## config.mk

```make
export PLATFORM = sky130hd
export DESIGN_NAME = apu_mixer_flat
export DESIGN_NICKNAME = d
export VERILOG_FILES = /design/src/rtl/apu_pkg.sv /design/src/rtl/apu_mixer_if.sv /design/src/rtl/apu_mix_side.sv /design/src/rtl/apu_mixer.sv /design/src/flat_wrapper.sv
export SDC_FILE = /design/constraint.sdc
export NUM_CORES = 1
export LEC_CHECK = 0
export ABC_AREA = 1
export ABC_CLOCK_PERIOD_IN_PS = 5600
export CAP_MARGIN = 20
export CORE_MARGIN = 2
export CORE_UTILIZATION = 55
export DETAILED_ROUTE_END_ITERATION = 6
export HOLD_SLACK_MARGIN = 0.12
export MAX_ROUTING_LAYER = met4
export PLACE_DENSITY = 0.81
export SKIP_CTS_REPAIR_TIMING = 1
export SLEW_MARGIN = 25
export SYNTH_ARGS = -nofsm -noshare
export SYNTH_HDL_FRONTEND = slang
export SYNTH_SLANG_ARGS = --single-unit
```

## constraint.sdc

```tcl
create_clock -name clk -period 5.6 [get_ports clk]
set_clock_uncertainty 0.15 [all_clocks]
set_input_delay 1.12 -clock clk [delete_from_list [all_inputs] [get_ports clk]]
set_output_delay 1.12 -clock clk [all_outputs]
set_load 0.01 [all_outputs]
```

## src/rtl/apu_pkg.sv

```systemverilog
// apu_pkg: shared definitions for the APU output mixer.
//   mix_state_e   - mixer sequencer states
//   NUM_CH        - number of sound channels mixed
//   AMP_W         - channel DAC amplitude width
//   VOL_W         - NR50 master volume field width
//   ACC_W         - per-side accumulator width (max 4 * 15 = 60)
//   MIX_W         - scaled mix width (max 60 * 8 = 480)
//   NR50_*/NR51_* - register field bit positions
package apu_pkg;

  typedef enum logic [1:0] {
    IDLE  = 2'd0,
    ACC   = 2'd1,
    SCALE = 2'd2,
    OUT   = 2'd3
  } mix_state_e;

  localparam int unsigned NUM_CH = 4;
  localparam int unsigned AMP_W  = 4;
  localparam int unsigned VOL_W  = 3;
  localparam int unsigned ACC_W  = 6;
  localparam int unsigned MIX_W  = 9;

  // NR50: bits 6:4 left volume, bits 2:0 right volume (bits 7/3 are Vin, unused)
  localparam int unsigned NR50_LVOL_LSB = 4;
  localparam int unsigned NR50_RVOL_LSB = 0;

  // NR51: bits 7:4 route channels to left, bits 3:0 route channels to right
  localparam int unsigned NR51_LEFT_LSB  = 4;
  localparam int unsigned NR51_RIGHT_LSB = 0;

endpackage

```

## src/rtl/apu_mixer_if.sv

```systemverilog
// apu_mixer_if: signal bundle between the APU register/channel logic and the
// output mixer.
//   sample_tick           - one-cycle request for a new mixed sample
//   ch1..ch4              - channel DAC amplitudes, 0..15
//   nr50, nr51            - master volume and channel routing registers
//   apu_enable            - NR52 bit 7 master enable
//   left_out, right_out   - WIDTH-bit unsigned samples to the pwm DACs
//   valid                 - one-cycle pulse on new left_out/right_out
//   overrun               - sticky dropped-tick flag
// master: the side producing ticks and register values; slave: the mixer.
interface apu_mixer_if
  import apu_pkg::*;
#(
  parameter int unsigned WIDTH = 16
);

  logic             sample_tick;
  logic [AMP_W-1:0] ch1;
  logic [AMP_W-1:0] ch2;
  logic [AMP_W-1:0] ch3;
  logic [AMP_W-1:0] ch4;
  logic [7:0]       nr50;
  logic [7:0]       nr51;
  logic             apu_enable;
  logic [WIDTH-1:0] left_out;
  logic [WIDTH-1:0] right_out;
  logic             valid;
  logic             overrun;

  modport master (
    output sample_tick, ch1, ch2, ch3, ch4, nr50, nr51, apu_enable,
    input  left_out, right_out, valid, overrun
  );

  modport slave (
    input  sample_tick, ch1, ch2, ch3, ch4, nr50, nr51, apu_enable,
    output left_out, right_out, valid, overrun
  );

endinterface

```

## src/rtl/apu_mix_side.sv

```systemverilog
// apu_mix_side: one stereo side of the mixer (accumulator plus volume scaler).
//   clk, reset - clock and synchronous active-high reset
//   clr        - clears the accumulator at the start of a sample
//   add_en     - accumulate phase active this cycle
//   route      - current channel is routed to this side
//   amp        - current channel amplitude
//   vol        - 3-bit master volume for this side
//   mix        - acc * (vol + 1), 9 bits, combinational from the accumulator
module apu_mix_side
  import apu_pkg::*;
(
  input  logic             clk,
  input  logic             reset,
  input  logic             clr,
  input  logic             add_en,
  input  logic             route,
  input  logic [AMP_W-1:0] amp,
  input  logic [VOL_W-1:0] vol,
  output logic [MIX_W-1:0] mix
);

  logic [ACC_W-1:0] acc_q;
  logic [VOL_W:0]   vol_p1;

  always_ff @(posedge clk) begin
    if (reset || clr) begin
      acc_q <= '0;
    end else if (add_en && route) begin
      acc_q <= acc_q + ACC_W'(amp);
    end
  end

  always_comb begin
    vol_p1 = {1'b0, vol} + (VOL_W+1)'(1);
    mix    = MIX_W'(acc_q) * MIX_W'(vol_p1);
  end

endmodule

```

## src/rtl/apu_mixer.sv

```systemverilog
// apu_mixer: combines the four APU channel DAC outputs into left/right
// WIDTH-bit samples for the pwm DAC stage.
//   clk   - clock, rising edge
//   reset - synchronous active-high reset
//   bus   - apu_mixer_if slave: sample_tick, ch1..ch4, nr50, nr51,
//           apu_enable in; left_out, right_out, valid, overrun out
// A tick accepted in IDLE snapshots all inputs, then four ACC cycles sum the
// routed channels, SCALE applies volume, and valid is high during OUT.
module apu_mixer
  import apu_pkg::*;
#(
  parameter int unsigned WIDTH = 16
) (
  input  logic        clk,
  input  logic        reset,
  apu_mixer_if.slave  bus
);

  mix_state_e        state;
  logic [1:0]        idx;

  logic [AMP_W-1:0]  ch_s [NUM_CH];
  logic [VOL_W-1:0]  lvol_s;
  logic [VOL_W-1:0]  rvol_s;
  logic [NUM_CH-1:0] lroute_s;
  logic [NUM_CH-1:0] rroute_s;
  logic              en_s;

  logic [WIDTH-1:0]  left_q;
  logic [WIDTH-1:0]  right_q;
  logic              valid_q;
  logic              overrun_q;

  logic              accept;
  logic              acc_phase;
  logic [AMP_W-1:0]  cur_amp;
  logic [MIX_W-1:0]  left_mix;
  logic [MIX_W-1:0]  right_mix;

  always_comb begin
    accept    = bus.sample_tick && (state == IDLE);
    acc_phase = (state == ACC);
    cur_amp   = ch_s[idx];
  end

  apu_mix_side u_left (
    .clk    (clk),
    .reset  (reset),
    .clr    (accept),
    .add_en (acc_phase),
    .route  (lroute_s[idx]),
    .amp    (cur_amp),
    .vol    (lvol_s),
    .mix    (left_mix)
  );

  apu_mix_side u_right (
    .clk    (clk),
    .reset  (reset),
    .clr    (accept),
    .add_en (acc_phase),
    .route  (rroute_s[idx]),
    .amp    (cur_amp),
    .vol    (rvol_s),
    .mix    (right_mix)
  );

  always_ff @(posedge clk) begin
    if (reset) begin
      state     <= IDLE;
      idx       <= '0;
      for (int unsigned i = 0; i < NUM_CH; i++) begin
        ch_s[i] <= '0;
      end
      lvol_s    <= '0;
      rvol_s    <= '0;
      lroute_s  <= '0;
      rroute_s  <= '0;
      en_s      <= 1'b0;
      left_q    <= '0;
      right_q   <= '0;
      valid_q   <= 1'b0;
      overrun_q <= 1'b0;
    end else begin
      valid_q <= 1'b0;

      // Ticks outside IDLE are dropped, never queued.
      if (bus.sample_tick && (state != IDLE)) begin
        overrun_q <= 1'b1;
      end

      case (state)
        IDLE: begin
          if (bus.sample_tick) begin
            ch_s[0]  <= bus.ch1;
            ch_s[1]  <= bus.ch2;
            ch_s[2]  <= bus.ch3;
            ch_s[3]  <= bus.ch4;
            lvol_s   <= bus.nr50[NR50_LVOL_LSB +: VOL_W];
            rvol_s   <= bus.nr50[NR50_RVOL_LSB +: VOL_W];
            lroute_s <= bus.nr51[NR51_LEFT_LSB +: NUM_CH];
            rroute_s <= bus.nr51[NR51_RIGHT_LSB +: NUM_CH];
            en_s     <= bus.apu_enable;
            idx      <= '0;
            state    <= ACC;
          end
        end
        ACC: begin
          idx <= idx + 2'd1;
          if (idx == 2'(NUM_CH - 1)) begin
            state <= SCALE;
          end
        end
        SCALE: begin
          // Left-justify the 9-bit mix into the WIDTH-bit DAC word.
          left_q  <= en_s ? (WIDTH'(left_mix)  << (WIDTH - MIX_W)) : '0;
          right_q <= en_s ? (WIDTH'(right_mix) << (WIDTH - MIX_W)) : '0;
          valid_q <= 1'b1;
          state   <= OUT;
        end
        OUT: begin
          state <= IDLE;
        end
        default: begin
          state <= IDLE;
        end
      endcase
    end
  end

  assign bus.left_out  = left_q;
  assign bus.right_out = right_q;
  assign bus.valid     = valid_q;
  assign bus.overrun   = overrun_q;

endmodule
```

## src/flat_wrapper.sv

```systemverilog
// flat-port wrapper written by rule: the top's interface ports become plain ports
module apu_mixer_flat import apu_pkg::*;
#(
  parameter int unsigned WIDTH = 16
)
  (clk, reset, bus_sample_tick, bus_ch1, bus_ch2, bus_ch3, bus_ch4, bus_nr50, bus_nr51, bus_apu_enable, bus_left_out, bus_right_out, bus_valid, bus_overrun);
  apu_mixer_if #(.WIDTH(WIDTH)) bus_i ();
  input  logic clk;
  input  logic reset;
  input wire logic [$bits(bus_i.sample_tick)-1:0] bus_sample_tick;
  input wire logic [$bits(bus_i.ch1)-1:0] bus_ch1;
  input wire logic [$bits(bus_i.ch2)-1:0] bus_ch2;
  input wire logic [$bits(bus_i.ch3)-1:0] bus_ch3;
  input wire logic [$bits(bus_i.ch4)-1:0] bus_ch4;
  input wire logic [$bits(bus_i.nr50)-1:0] bus_nr50;
  input wire logic [$bits(bus_i.nr51)-1:0] bus_nr51;
  input wire logic [$bits(bus_i.apu_enable)-1:0] bus_apu_enable;
  output wire logic [$bits(bus_i.left_out)-1:0] bus_left_out;
  output wire logic [$bits(bus_i.right_out)-1:0] bus_right_out;
  output wire logic [$bits(bus_i.valid)-1:0] bus_valid;
  output wire logic [$bits(bus_i.overrun)-1:0] bus_overrun;
  assign bus_i.sample_tick = bus_sample_tick;
  assign bus_i.ch1 = bus_ch1;
  assign bus_i.ch2 = bus_ch2;
  assign bus_i.ch3 = bus_ch3;
  assign bus_i.ch4 = bus_ch4;
  assign bus_i.nr50 = bus_nr50;
  assign bus_i.nr51 = bus_nr51;
  assign bus_i.apu_enable = bus_apu_enable;
  assign bus_left_out = bus_i.left_out;
  assign bus_right_out = bus_i.right_out;
  assign bus_valid = bus_i.valid;
  assign bus_overrun = bus_i.overrun;
  apu_mixer #(.WIDTH(WIDTH)) u_core (.clk(clk), .reset(reset), .bus(bus_i));
endmodule
```

==> results of run 1 <==
[worst min-delay path, cell delays in order (launching register included)]
cell and delay, ps:
dfxtp_1 300, inv_1 60, o21ai_1 60
[where the power goes]
group	switching [W]	internal, W	leakage (nW)	total, W
Combinational	0.000301	0.000156	1.91	0.000457
Sequential	0.0000552	0.000586	0.602	0.000641
Clock	0.000214	0.000216	0.102	0.000430
[cell type report]
cell class	count	area share, %
repair buffers	53	9.698
well taps	105	2.424
clock buffers	11	3.209
inverters	118	8.220
multi-input cells	435	47.31
clock inverters	5	0.6927
flip-flops and latches	69	28.45
[sequential cells by signal, summed over array words and instances, names as in the netlist, named ones only]
| signal | flops |
|---|---|
| u_core.u_right.acc_q | 6 |
| u_core.bus.right_out | 9 |
| u_core.ch_s | 16 |
| u_core.bus.valid | 1 |
| u_core.rroute_s | 4 |
| u_core.state | 2 |
| u_core.en_s | 1 |
| u_core.bus.left_out | 9 |
| u_core.u_left.acc_q | 6 |
| u_core.lvol_s | 3 |
| u_core.lroute_s | 4 |
| u_core.bus.overrun | 1 |
| u_core.rvol_s | 3 |
| u_core.idx | 2 |
[through the flow]
stage                      power, W  instance area (µm²)  utilization [%]  worst slack [ps]
after floorplan           0.0009908                 4727                -              2364
after global placement     0.001077                 5213            63.44              2004
after detailed placement   0.001101                 5213            63.44              1917
after CTS                  0.001532                 5424            66.01              2055
after global routing       0.001617                 5419            65.95              1842
final                      0.001528                 5419            65.95              2081
[final timing paths]
| check | slack (ps) | cells past startpoint | to | startpoint |
|---|---|---|---|---|
| max reg2reg | 2080 | 14 | u_core.bus.left_out[13] | u_core.lvol_s[0] |
| min | 320 | 2 | u_core.rroute_s[1] | u_core.rroute_s[1] |
| min reg2reg | 320 | 2 | u_core.rroute_s[1] | u_core.rroute_s[1] |
| max | 2080 | 14 | u_core.bus.left_out[13] | u_core.lvol_s[0] |
[cell usage in the layout (no fill, tap or decap), types with 4 or more instances in the layout]
master           count
a21oi_1             44
clkbuf_8             9
clkdlybuf4s50_1     52
conb_1              14
dfxtp_1             53
edfxtp_1            16
fa_1                18
ha_1                38
inv_1              112
inv_2                4
nand2_1            160
nand2_2              4
nand3_1             37
nand3_2              4
nand4_1              6
nor2_1              60
o21ai_0             12
o21ai_1             11
[cell families after synthesis]
logic type	Yosys count	synth area share [%]
xor+xnor	4	0.7490
other cells	1	0.08016
buf+inv	146	13.29
compound gates	81	9.815
simple gates	280	25.25
fa+ha+maj	56	17.87
flops	69	32.95
[layer usage]
layer,share of wire [%],wire length (µm)
met4,1.4,133
met5,0,0
met3,3.7,363
met2,51,4988
met1,44,4341
==> results.sh, run 1 <==
export IMPL_outcome="complete, no violations"
export IMPL_power_density_nw_per_um2=282.0
export IMPL_first_iter_violations=159
export IMPL_synthCells=637
export IMPL_worstPathRequired_ps=5730
export IMPL_endpoint_kind="flip-flop"
export IMPL_cap_violations=0
export IMPL_clockRootBuffer="clkbuf_8"
export IMPL_port_buffers=53
export IMPL_critical_path_class="reg2reg"
export IMPL_cts_buffer_depth=2
export IMPL_yosysWarnings=0
export IMPL_hpwl_um=7330
export IMPL_ant_nets=0
export IMPL_gr_usage_met2_pct=41.20
export IMPL_clkTransAtPathRegs_ps=80
export IMPL_maxClockFrequency_mhz=284.2
export IMPL_num_rows=33
export IMPL_arrival_ps=3650
export IMPL_drtPass1Iterations=4
export IMPL_grt_overflow_total=0
export IMPL_numPlacedInstances=780
export IMPL_viasPerCell=5.101
export IMPL_grt_max_degree=27
export IMPL_initial_utilization_pct=56.94
export IMPL_seqCellArea_um2=1541
export IMPL_critPathBufInv=2
export IMPL_startpoint_type="flip-flop"
export IMPL_wire_per_inst_um=12.34
export IMPL_synthToLayoutAreaGrowth_pct=15.83
export IMPL_yosysSeqAreaShare_pct=32.95
export IMPL_fillers=700
export IMPL_synthArstFlopShare_pct=0
export IMPL_nets=778
export IMPL_peakVddDrop_mv=0.1895
export IMPL_synth_cell_types=37
export IMPL_rsz0062_at_grt="false"
export IMPL_cts_made_buffers=9
export IMPL_grt_util_all_layers_pct=23.08
export IMPL_insertion_delay_ps=360
export IMPL_cts_sinks=69
export IMPL_yosys_area_top_type="dfxtp_1"
export IMPL_synth_commonest_cells="nand2_1, inv_1, nor2_1, dfxtp_1, a21oi_1"
export IMPL_hold_violations=0
export IMPL_finalWirelength_um=9826
export IMPL_finalCritPeriodShare_pct=62.84
export IMPL_min_path_type="reg2reg"
export IMPL_die_area_um2=9259
export IMPL_cp_top_family="adder cells"
export IMPL_synth_most_common_cell="nand2_1"
export IMPL_synth_top_cell_area_share_pct=22.68
export IMPL_grt_pass1_wl_um=16260
export IMPL_finalNonFillerCells=796
export IMPL_relSlewSlack_pct=63.89
export IMPL_maxSlewViolCount=0
export IMPL_path_cells="ha_1 > or2_2 > nand2_1 > inv_1 > nand2_1 > fa_1 > fa_1 > inv_1 > fa_1 > a21oi_1 > nor2_1 > nor2_1 > nand2_1 > a21oi_1"
export IMPL_die_width_um=96.23
export IMPL_cts_tree="yes"
export IMPL_antenna_found_initial=0
export IMPL_grt_use_met1_pct=26.05
export IMPL_synth_edf_count=16
export IMPL_setup_violations=0
export IMPL_tns_ps=0
export IMPL_route_detailed_drc=0
export IMPL_path_max_fanout=6
export IMPL_dr_total_vias=4060
export IMPL_syn_avg_cell_area_um2=7.344
export IMPL_multi_input_area_um2=2564
export IMPL_synth_ff_type="dfxtp_1"
export IMPL_ios=70
export IMPL_whs_ps=319.5
export IMPL_worst_pin_slew_ps=541.6
export IMPL_n_antenna_cell=0
export IMPL_slowest_stage="fa_1"
export IMPL_h_tree_depth=3
export IMPL_grt_pass1_vias=3774
export IMPL_synth_seq_cells=69
export IMPL_fin_crit_ps=3519
export IMPL_coreArea_um2=8217
export IMPL_use_met3_pct=3.289
export IMPL_syn_area_um2=4678
export IMPL_fp_dieH_um=96.23
export IMPL_slowest_delay_ps=540
export IMPL_gp_congestion=0.8632
export IMPL_grt_busiest_layer="met2"
export IMPL_drive_above_1_share_pct=6.223
export IMPL_synth_top_cells_by_area="dfxtp_1, nand2_1, edfxtp_1"
export IMPL_leakage_nw=2.612
(Power assumes the default switching activity.)
==> run 2, diff against run 1 <==
--- a/config.mk
+++ b/config.mk
@@ -6,14 +6,14 @@
 export NUM_CORES = 1
 export LEC_CHECK = 0
 export ABC_AREA = 1
-export ABC_CLOCK_PERIOD_IN_PS = 5600
+export ABC_CLOCK_PERIOD_IN_PS = 3000
 export CAP_MARGIN = 20
 export CORE_MARGIN = 2
-export CORE_UTILIZATION = 55
+export CORE_UTILIZATION = 50
 export DETAILED_ROUTE_END_ITERATION = 6
 export HOLD_SLACK_MARGIN = 0.12
 export MAX_ROUTING_LAYER = met4
-export PLACE_DENSITY = 0.81
+export PLACE_DENSITY = 0.78
 export SKIP_CTS_REPAIR_TIMING = 1
 export SLEW_MARGIN = 25
 export SYNTH_ARGS = -nofsm -noshare
==> constraint.sdc (replaced) <==
create_clock -name clk -period 3 [get_ports clk]
set_clock_uncertainty 0.15 [all_clocks]
set_input_delay 0.6 -clock clk [delete_from_list [all_inputs] [get_ports clk]]
set_output_delay 0.6 -clock clk [all_outputs]
set_load 0.01 [all_outputs]
==> results.sh, run 2 (synthesis gave the netlist of run 1 again) <==
export IMPL_worst_r2r_endpoint="u_core.bus.left_out[15]"
export IMPL_worst_slack_ps=-128.2
export IMPL_slowest_stage="fa_1"
export IMPL_min_path_type="reg2reg"
export IMPL_layout_common_cells="nand2_1, inv_1, nor2_1, clkdlybuf4s50_1, dfxtp_1"
export IMPL_largest_reg_flops=16
export IMPL_viasPerCell=5.021
export IMPL_ant_nets=0
export IMPL_grt_pass1_wl_um=16830
export IMPL_gp_congestion=0.8998
export IMPL_initial_utilization_pct=51.11
export IMPL_cts_tree="yes"
export IMPL_critical_path_class="reg2reg"
export IMPL_rsz0062_at_grt="true"
export IMPL_nets=795
export IMPL_worstReg2RegStart="u_core.lvol_s[0]"
export IMPL_maxClockFrequency_mhz=319.7
export IMPL_power_density_nw_per_um2=524.0
export IMPL_hold_violations=0
export IMPL_clkTransAtPathRegs_ps=80
export IMPL_wire_per_inst_um=12.64
export IMPL_path_max_fanout=4
export IMPL_whs_ps=315.5
export IMPL_insertion_delay_ps=340
export IMPL_first_iter_violations=149
export IMPL_worst_pin_slew_ps=512.7
export IMPL_fp_dieH_um=100.7
export IMPL_finalWirelength_um=10360
export IMPL_cts_made_buffers=9
export IMPL_die_width_um=100.7
export IMPL_rrSetupSlack_ps=-130
export IMPL_route_detailed_drc=0
export IMPL_layout_commonest_cell="nand2_1"
export IMPL_h_tree_depth=3
export IMPL_largest_register="u_core.ch_s"
export IMPL_dp_slack_ps=-162.5
export IMPL_cts_sinks=69
export IMPL_antenna_found_initial=0
export IMPL_synthToLayoutAreaGrowth_pct=24.20
export IMPL_fin_crit_ps=3128
export IMPL_relSlewSlack_pct=65.77
export IMPL_dr_total_vias=4112
export IMPL_endpoint_kind="flip-flop"
export IMPL_startpoint_type="flip-flop"
export IMPL_drtPass1Iterations=4
export IMPL_min_path_cells=2
export IMPL_ios=70
export IMPL_port_buffers=53
export IMPL_grt_util_all_layers_pct=21.20
export IMPL_grt_max_degree=27
export IMPL_coreArea_um2=9153
export IMPL_clockRootBuffer="clkbuf_8"
export IMPL_cts_buffer_depth=2
export IMPL_arrival_ps=3260
export IMPL_min_from="u_core.bus.right_out[10]"
export IMPL_drive_above_1_share_pct=15.68
export IMPL_outcome="finished with violations"
export IMPL_hold_end="u_core.bus.right_out[10]"
export IMPL_violations="negative setup slack"
export IMPL_hpwl_um=7855
export IMPL_cp_common_cell="nand3_1"
export IMPL_worstPathRequired_ps=3130
export IMPL_finalCritPeriodShare_pct=104.3
export IMPL_n_antenna_cell=0
export IMPL_maxSlewViolCount=0
export IMPL_fillers=796
export IMPL_path_cells="ha_4 > or2_4 > nand2_4 > inv_4 > nand2_2 > fa_1 > fa_1 > inv_2 > fa_2 > buf_4 > nand3_1 > nand3_1 > nand2_1 > nand3_1 > a21oi_1"
export IMPL_setup_violations=6
export IMPL_leakage_nw=2.699
export IMPL_cap_violations=0
export IMPL_slowest_delay_ps=530
export IMPL_r2r_cells=15
export IMPL_grt_overflow_total=0
export IMPL_peakVddDrop_mv=0.3101
export IMPL_die_area_um2=10150
export IMPL_num_rows=35
export IMPL_grt_pass1_vias=3956
-- run 2: changes by cell type in the layout (fill, tap and decap cells not counted), sizes merged --
cell	previous run	this run
bufinv	0	2
clkinvlp	2	0
buf	1	17
clkbuf	11	12
clkdlybuf4s50	52	53
inv	118	117
-- run 2: worst max-delay path: cells and delay by family, from the launching register on --
| kind | cells | cell delay, ps |
|---|---|---|
| AOI/OAI and AO/OA | 1 | 140 |
| and+or+nand+nor | 7 | 670 |
| DFF | 1 | 340 |
| buffers and inverters | 3 | 250 |
| adders and majority gates | 4 | 1510 |
-- run 2: metrics by stage --
step           std cells  TNS, ps  power, W  util (%)  instance area, µm²
3_3_place_gp         798   -543.3  0.002061     58.92                5393
5_1_grt              819    -1560  0.003208     63.49                5811
4_1_cts              814    -1442  0.003011     61.59                5637
3_5_place_dp         798    -1197  0.002105     58.92                5393
6_report             819   -342.8  0.003045     63.49                5811
2_1_floorplan        650   -9.735  0.001858         -                4810
-- run 2: final cells by class --
type / count / area (µm²) / share of cell area, %
Tap cell: 111 / 138.9 / 2.390
Timing Repair Buffer: 70 / 658.1 / 11.33
Sequential cell: 69 / 1546 / 26.61
Clock inverter: 4 / 77.57 / 1.335
Inverter: 118 / 447.9 / 7.709
Clock buffer: 12 / 166.4 / 2.864
Multi-Input combinational cell: 435 / 2775 / 47.76
-- run 2: power breakdown --
group	switching, W	internal [W]	leakage [nW]
clock	0.000363	0.000545	0.122
combinational	0.000594	0.000354	1.97
sequential	0.0000913	0.00110	0.603
total	0.00105	0.00200	2.70
-- run 2: routing by layer --
metal / track usage, % / share of wire (%) / vias up / routed length [µm]
met5: - / 0 / - / 0
met1: 24.74 / 44 / 1900 / 4573
li1: - / - / 2095 / -
met2: 37.28 / 51 / 99 / 5279
met4: 7.376 / 1.4 / 0 / 148
met3: 2.982 / 3.4 / 18 / 355
-- run 2: worst max path at each step --
stage,endpoint,cells past startpoint,from
finish,u_core.bus.left_out[15],15,u_core.lvol_s[0]
global route,u_core.bus.left_out[13],14,u_core.lvol_s[0]
CTS,u_core.bus.right_out[13],14,u_core.rvol_s[0]
detailed placement,u_core.bus.right_out[13],14,u_core.rvol_s[0]
global placement,u_core.bus.right_out[15],14,u_core.rvol_s[0]
floorplan,u_core.bus.right_out[13],14,u_core.rvol_s[0]
